### src/rtl/exec_datapath.sv
// Execute datapath: register file, operand-B barrel shifter, ALU and NZCV flags,
// sequenced IDLE -> READ -> EXEC -> WB with a valid/ready operation handshake.
module exec_datapath #(
    parameter int DATA_W = 32,
    parameter int NREGS  = 16,
    localparam int RA_W  = $clog2(NREGS),
    localparam int SH_W  = $clog2(DATA_W)
) (
    input  logic              clk,
    input  logic              rst,
    input  logic              in_valid,
    output logic              in_ready,
    input  logic [2:0]        alu_op,
    input  logic [1:0]        shift_op,
    input  logic              sel_shift,
    input  logic [7:0]        shift_imm,
    input  logic              sel_A,
    input  logic              sel_B,
    input  logic [DATA_W-1:0] imm,
    input  logic [RA_W-1:0]   a_addr,
    input  logic [RA_W-1:0]   b_addr,
    input  logic [RA_W-1:0]   s_addr,
    input  logic [RA_W-1:0]   w_addr,
    input  logic              set_flags,
    input  logic              ld_en,
    input  logic [RA_W-1:0]   ld_addr,
    input  logic [DATA_W-1:0] ld_data,
    output logic              out_valid,
    output logic [DATA_W-1:0] result,
    output logic [3:0]        flags
);

    localparam logic [1:0] S_IDLE = 2'd0;
    localparam logic [1:0] S_READ = 2'd1;
    localparam logic [1:0] S_EXEC = 2'd2;
    localparam logic [1:0] S_WB   = 2'd3;

    localparam logic [2:0] OP_ADD = 3'b000;
    localparam logic [2:0] OP_SUB = 3'b001;
    localparam logic [2:0] OP_AND = 3'b010;
    localparam logic [2:0] OP_ORR = 3'b011;
    localparam logic [2:0] OP_EOR = 3'b100;
    localparam logic [2:0] OP_MOV = 3'b101;
    localparam logic [2:0] OP_CMP = 3'b110;
    localparam logic [2:0] OP_TST = 3'b111;

    typedef struct packed {
        logic [2:0]        alu_op;
        logic [1:0]        shift_op;
        logic              sel_shift;
        logic [7:0]        shift_imm;
        logic              sel_a;
        logic              sel_b;
        logic [DATA_W-1:0] imm;
        logic [RA_W-1:0]   a_addr;
        logic [RA_W-1:0]   b_addr;
        logic [RA_W-1:0]   s_addr;
        logic [RA_W-1:0]   w_addr;
        logic              set_flags;
    } op_t;

    logic [1:0]        state_reg, state_next;
    op_t               op_reg;
    logic [DATA_W-1:0] rf [NREGS];
    logic [DATA_W-1:0] a_reg, b_reg, c_reg;
    logic [7:0]        s_reg;
    logic [3:0]        flags_reg;

    logic              accept;
    logic              no_dest;
    logic              wb_we;

    assign in_ready = (state_reg == S_IDLE) | (state_reg == S_WB);
    assign accept   = in_valid & in_ready;
    assign no_dest  = (op_reg.alu_op == OP_CMP) | (op_reg.alu_op == OP_TST);
    assign wb_we    = (state_reg == S_WB) & ~no_dest;

    always_comb begin
        state_next = state_reg;
        case (state_reg)
            S_IDLE:  state_next = accept ? S_READ : S_IDLE;
            S_READ:  state_next = S_EXEC;
            S_EXEC:  state_next = S_WB;
            default: state_next = accept ? S_READ : S_IDLE;
        endcase
    end

    always_ff @(posedge clk or posedge rst) begin
        if (rst) begin
            state_reg <= S_IDLE;
            op_reg    <= '0;
        end else begin
            state_reg <= state_next;
            if (accept) begin
                op_reg <= '{alu_op: alu_op, shift_op: shift_op, sel_shift: sel_shift,
                            shift_imm: shift_imm, sel_a: sel_A, sel_b: sel_B, imm: imm,
                            a_addr: a_addr, b_addr: b_addr, s_addr: s_addr,
                            w_addr: w_addr, set_flags: set_flags};
            end
        end
    end

    // Writeback has priority over a load to the same register on the same edge.
    for (genvar gi = 0; gi < NREGS; gi++) begin : g_rf
        logic [DATA_W-1:0] q_reg;
        always_ff @(posedge clk or posedge rst) begin
            if (rst) begin
                q_reg <= '0;
            end else if (wb_we && op_reg.w_addr == RA_W'(gi)) begin
                q_reg <= c_reg;
            end else if (ld_en && ld_addr == RA_W'(gi)) begin
                q_reg <= ld_data;
            end
        end
        assign rf[gi] = q_reg;
    end

    // Only the low byte of the shift-amount register is ever used.
    always_ff @(posedge clk or posedge rst) begin
        if (rst) begin
            a_reg <= '0;
            b_reg <= '0;
            s_reg <= '0;
        end else if (state_reg == S_READ) begin
            a_reg <= rf[op_reg.a_addr];
            b_reg <= rf[op_reg.b_addr];
            s_reg <= rf[op_reg.s_addr][7:0];
        end
    end

    logic [7:0]        sh_amt;
    logic              sh_big;
    logic [SH_W-1:0]   ror_amt;
    logic [DATA_W-1:0] shift_out;

    always_comb begin
        sh_amt  = op_reg.sel_shift ? s_reg : op_reg.shift_imm;
        sh_big  = (32'(sh_amt) >= 32'(DATA_W));
        ror_amt = SH_W'(32'(sh_amt) % 32'(DATA_W));
        shift_out = b_reg;
        case (op_reg.shift_op)
            2'b00:   shift_out = sh_big ? '0 : (b_reg << sh_amt);
            2'b01:   shift_out = sh_big ? '0 : (b_reg >> sh_amt);
            2'b10:   shift_out = sh_big ? {DATA_W{b_reg[DATA_W-1]}}
                                        : DATA_W'($signed(b_reg) >>> sh_amt);
            default: shift_out = (b_reg >> ror_amt) | (b_reg << (32'(DATA_W) - 32'(ror_amt)));
        endcase
    end

    logic [DATA_W-1:0] op_a, op_b, alu_res;
    logic [DATA_W:0]   sum, diff;
    logic              alu_c, alu_v, flag_upd;

    always_comb begin
        op_a    = op_reg.sel_a ? '0 : a_reg;
        op_b    = op_reg.sel_b ? op_reg.imm : shift_out;
        sum     = {1'b0, op_a} + {1'b0, op_b};
        diff    = {1'b0, op_a} + {1'b0, ~op_b} + {{DATA_W{1'b0}}, 1'b1};
        alu_res = op_b;
        alu_c   = flags_reg[1];
        alu_v   = flags_reg[0];
        case (op_reg.alu_op)
            OP_ADD: begin
                alu_res = sum[DATA_W-1:0];
                alu_c   = sum[DATA_W];
                alu_v   = (op_a[DATA_W-1] == op_b[DATA_W-1]) & (sum[DATA_W-1] != op_a[DATA_W-1]);
            end
            OP_SUB, OP_CMP: begin
                alu_res = diff[DATA_W-1:0];
                alu_c   = diff[DATA_W];
                alu_v   = (op_a[DATA_W-1] != op_b[DATA_W-1]) & (diff[DATA_W-1] != op_a[DATA_W-1]);
            end
            OP_AND, OP_TST: alu_res = op_a & op_b;
            OP_ORR:         alu_res = op_a | op_b;
            OP_EOR:         alu_res = op_a ^ op_b;
            OP_MOV:         alu_res = op_b;
            default:        alu_res = op_b;
        endcase
        flag_upd = op_reg.set_flags | no_dest;
    end

    always_ff @(posedge clk or posedge rst) begin
        if (rst) begin
            c_reg     <= '0;
            flags_reg <= 4'b0000;
        end else if (state_reg == S_EXEC) begin
            c_reg <= alu_res;
            if (flag_upd) begin
                flags_reg <= {alu_res[DATA_W-1], (alu_res == '0), alu_c, alu_v};
            end
        end
    end

    assign out_valid = (state_reg == S_WB);
    assign result    = c_reg;
    assign flags     = flags_reg;

endmodule
### config.mk
export PLATFORM = sky130hd
export DESIGN_NAME = exec_datapath
export DESIGN_NICKNAME = d
export VERILOG_FILES = /design/src/rtl/exec_datapath.sv
export SDC_FILE = /design/constraint.sdc
export NUM_CORES = 2
export LEC_CHECK = 0
export ABC_CLOCK_PERIOD_IN_PS = 60800
export CORE_ASPECT_RATIO = 1.25
export CORE_MARGIN = 2
export CORE_UTILIZATION = 50
export CTS_CLUSTER_DIAMETER = 80
export CTS_CLUSTER_SIZE = 25
export DETAILED_ROUTE_END_ITERATION = 16
export PLACE_DENSITY = 0.76
export RECOVER_POWER = 25
export SYNTH_ARGS = -nofsm -noshare
export SYNTH_HDL_FRONTEND = slang
export SYNTH_SLANG_ARGS = --single-unit
### constraint.sdc
create_clock -name clk -period 60.8 [get_ports clk]
set_input_delay 12.16 -clock clk [delete_from_list [all_inputs] [get_ports clk]]
set_output_delay 12.16 -clock clk [all_outputs]
set_load 0.005 [all_outputs]
==> flow_summary.json <==
{
  "cp.required_ns": 61.42,
  "status": "complete, but fails checks",
  "async_reset_ff_share_pct": 100,
  "fin_crit_sh_pct": 30.5,
  "relSlewSlack_pct": -521,
  "critical_path_class": "input pin to asynchronous set/reset pin",
  "first_pass_iters": 8,
  "holdCritPathClass": "register to register",
  "portBuffers": 142,
  "synth_top_area_share_pct": 33.0,
  "synth-xor-area-share_pct": 0.387,
  "grt-ovfl-total": 0,
  "largest_reg_flops": 512,
  "tns_ns": 0,
  "gr-usage-met3_pct": 9.23,
  "initial_core_util_pct": 50.3,
  "post-cts-setup-buffers": 0,
  "place_hpwl_mm": 134,
  "synth_top_family_by_area": "multiplexers",
  "pin_count": 143,
  "use_met2_pct": 58.8,
  "synth_compound_area_share_pct": 15.1,
  "violations": "capacitance limit, slew limit",
  "final_core_util_pct": 53.7,
  "dieWidth_um": 293,
  "drt_wl_total_mm": 207,
  "synth_commonest_cells": "687 x dfrtp_1, 633 x mux2i_1, 589 x nor2_1, 562 x a21oi_1, 410 x mux4_2",
  "holdPathStages": 1,
  "core_um2": 104000,
  "nNetsFinal": 5218,
  "vias": 45900,
  "synth.distinct_cells": 91,
  "cp-end-kind": "asynchronous set/reset pin",
  "place_congestion": 1.08,
  "finalMaxSlewViolations": 998,
  "ys_seq_area_share_pct": 33.0,
  "final_hold_viol_count": 0,
  "gr-usage-met1_pct": 47.8,
  "drc": 0,
  "numClockSinks": 687,
  "grt_pass1_vias": 44300,
  "drt_iter0_markers": 6266,
  "tightest_slew_ns": 9.31,
  "r2r.worst_path.cells": 26,
  "ys_warn_count": 0,
  "fin_skew_ns": 0.0597,
  "via_per_inst": 7.21,
  "synthMuxAreaShare_pct": 33.6,
  "ys_seq_elements": 687,
  "worstPathArrival_ns": 19.16,
  "cts_tree": "done",
  "crit_fanout": 157,
  "wl_per_cell_um": 32.5,
  "synth_area_um2": 52100,
  "clk_latency_ns": 0.68,
  "syn_area_per_cell_um2": 9.96,
  "numCtsBuffers": 39,
  "ys.flop_type": "dfrtp_1",
  "grt_pass1_wl_mm": 301,
  "die_y_um": 365,
  "holdWs_ns": 0.511,
  "clockRootBuffer": "clkbuf_16",
  "fmax_mhz": 54.0,
  "antenna_found_initial": 14,
  "cap_viol_max_count": 20,
  "syn2layout_area_growth_pct": 6.67,
  "worstSetupStartpointType": "input pin",
  "synth.largest_area_cell": "dfrtp_1",
  "path_clk_slew_ns": 0.10,
  "htreeDepth": 2,
  "synth_fp_nets": 5438,
  "fin_crit_ns": 18.54,
  "clockBufferDepth": 3,
  "hold_buffers": 0,
  "ant_nets": 0,
  "yosysMostFrequentCell": "dfrtp_1",
  "grt_usage_pct": 38.3,
  "die-area_um2": 107000,
  "cts_resized": 0,
  "yosys.area_share.simple_pct": 10.6,
  "grt_max_degree": 166,
  "synth_area_leaders": "dfrtp_1 33%, mux4_2 18%, mux2i_1 12%",
  "busiest_layer": "met2",
  "rsz0062_at_grt": "no",
  "synth_edf_count": 0,
  "setup_viol": 0,
  "syn_inst": 5231,
  "fill_cells": 9017,
  "synth_adder_area_share_pct": 2.48,
  "fp-row-count": 132,
  "drive_gt1_share_pct": 16.6
}
[per-layer routing]
metal | vias up | share of wire, %
met5 | - | 0.033
met4 | 10 | 8.6
met2 | 3226 | 44
met3 | 848 | 12
met1 | 22800 | 35
li1 | 19100 | -
[cell usage in the layout (no fill, tap or decap), types with 37 or more instances in the layout]
cell type / Yosys / final
dfrtp_1: 687 / 682
mux2i_1: 633 / 631
nor2_1: 589 / 578
a21oi_1: 562 / 561
mux4_2: 410 / 410
nand2_1: 358 / 348
o21ai_0: 260 / 259
mux2_2: 168 / 166
clkdlybuf4s50_1: 0 / 138
inv_1: 115 / 114
buf_4: 3 / 113
ha_1: 100 / 99
nand3_1: 69 / 66
nor3_1: 57 / 56
nor2b_1: 48 / 45
a31oi_1: 40 / 40
o22ai_1: 39 / 39
clkbuf_16: 0 / 39
o221ai_1: 37 / 37
[critical path: stages]
cell and delay (ns):
dlygate4sd3_1 0.57, clkinvlp_2 3.69, buf_12 0.61, buf_4 0.84, buf_4 0.97
[layout make-up]
cell class	count	area (um^2)	area share, %
Antenna cell	7	17.5	0.0315
Clock buffer	40	980	1.76
Clock inverter	17	278	0.500
Inverter	120	453	0.815
Multi-Input combinational cell	3891	32600	58.7
Sequential cell	687	17200	30.9
Tap cell	1340	1680	3.02
Timing Repair Buffer	272	2370	4.26
[logic make-up (layout without fill, tap and decap cells)]
group / after synthesis / count (layout)
other cells: 0 / 7
mux: 1214 / 1214
simple gates: 1267 / 1267
xor+xnor: 23 / 23
fa+ha+maj: 102 / 102
buf+inv: 653 / 449
compound gates: 1285 / 1285
flops: 687 / 687
[worst paths after layout]
check	startpoint	to	slack, ns
setup reg to reg	s_reg[0]	flags[2]	42.84
min in group asynchronous	rst	g_rf[14].q_reg[1]	14.10
hold / removal	a_reg[17]	a_reg[17]	0.51
setup / recovery	rst	g_rf[12].q_reg[13]	42.26
max in group clk	s_reg[0]	flags[2]	42.84
hold reg to reg	a_reg[17]	a_reg[17]	0.51
[stage by stage]
step / std cells / setup slack, ns / area (um^2)
floorplan: 5231 / 29.38 / 52100
global placement: 6310 / 44.35 / 54400
detailed placement: 6310 / 44.39 / 54400
CTS: 6367 / 45.09 / 55700
global route: 6370 / 41.09 / 55600
finish: 6374 / 42.26 / 55600
Power is not shown: default switching activity piles up to over one toggle a cycle in this logic, so the estimate is an artifact.
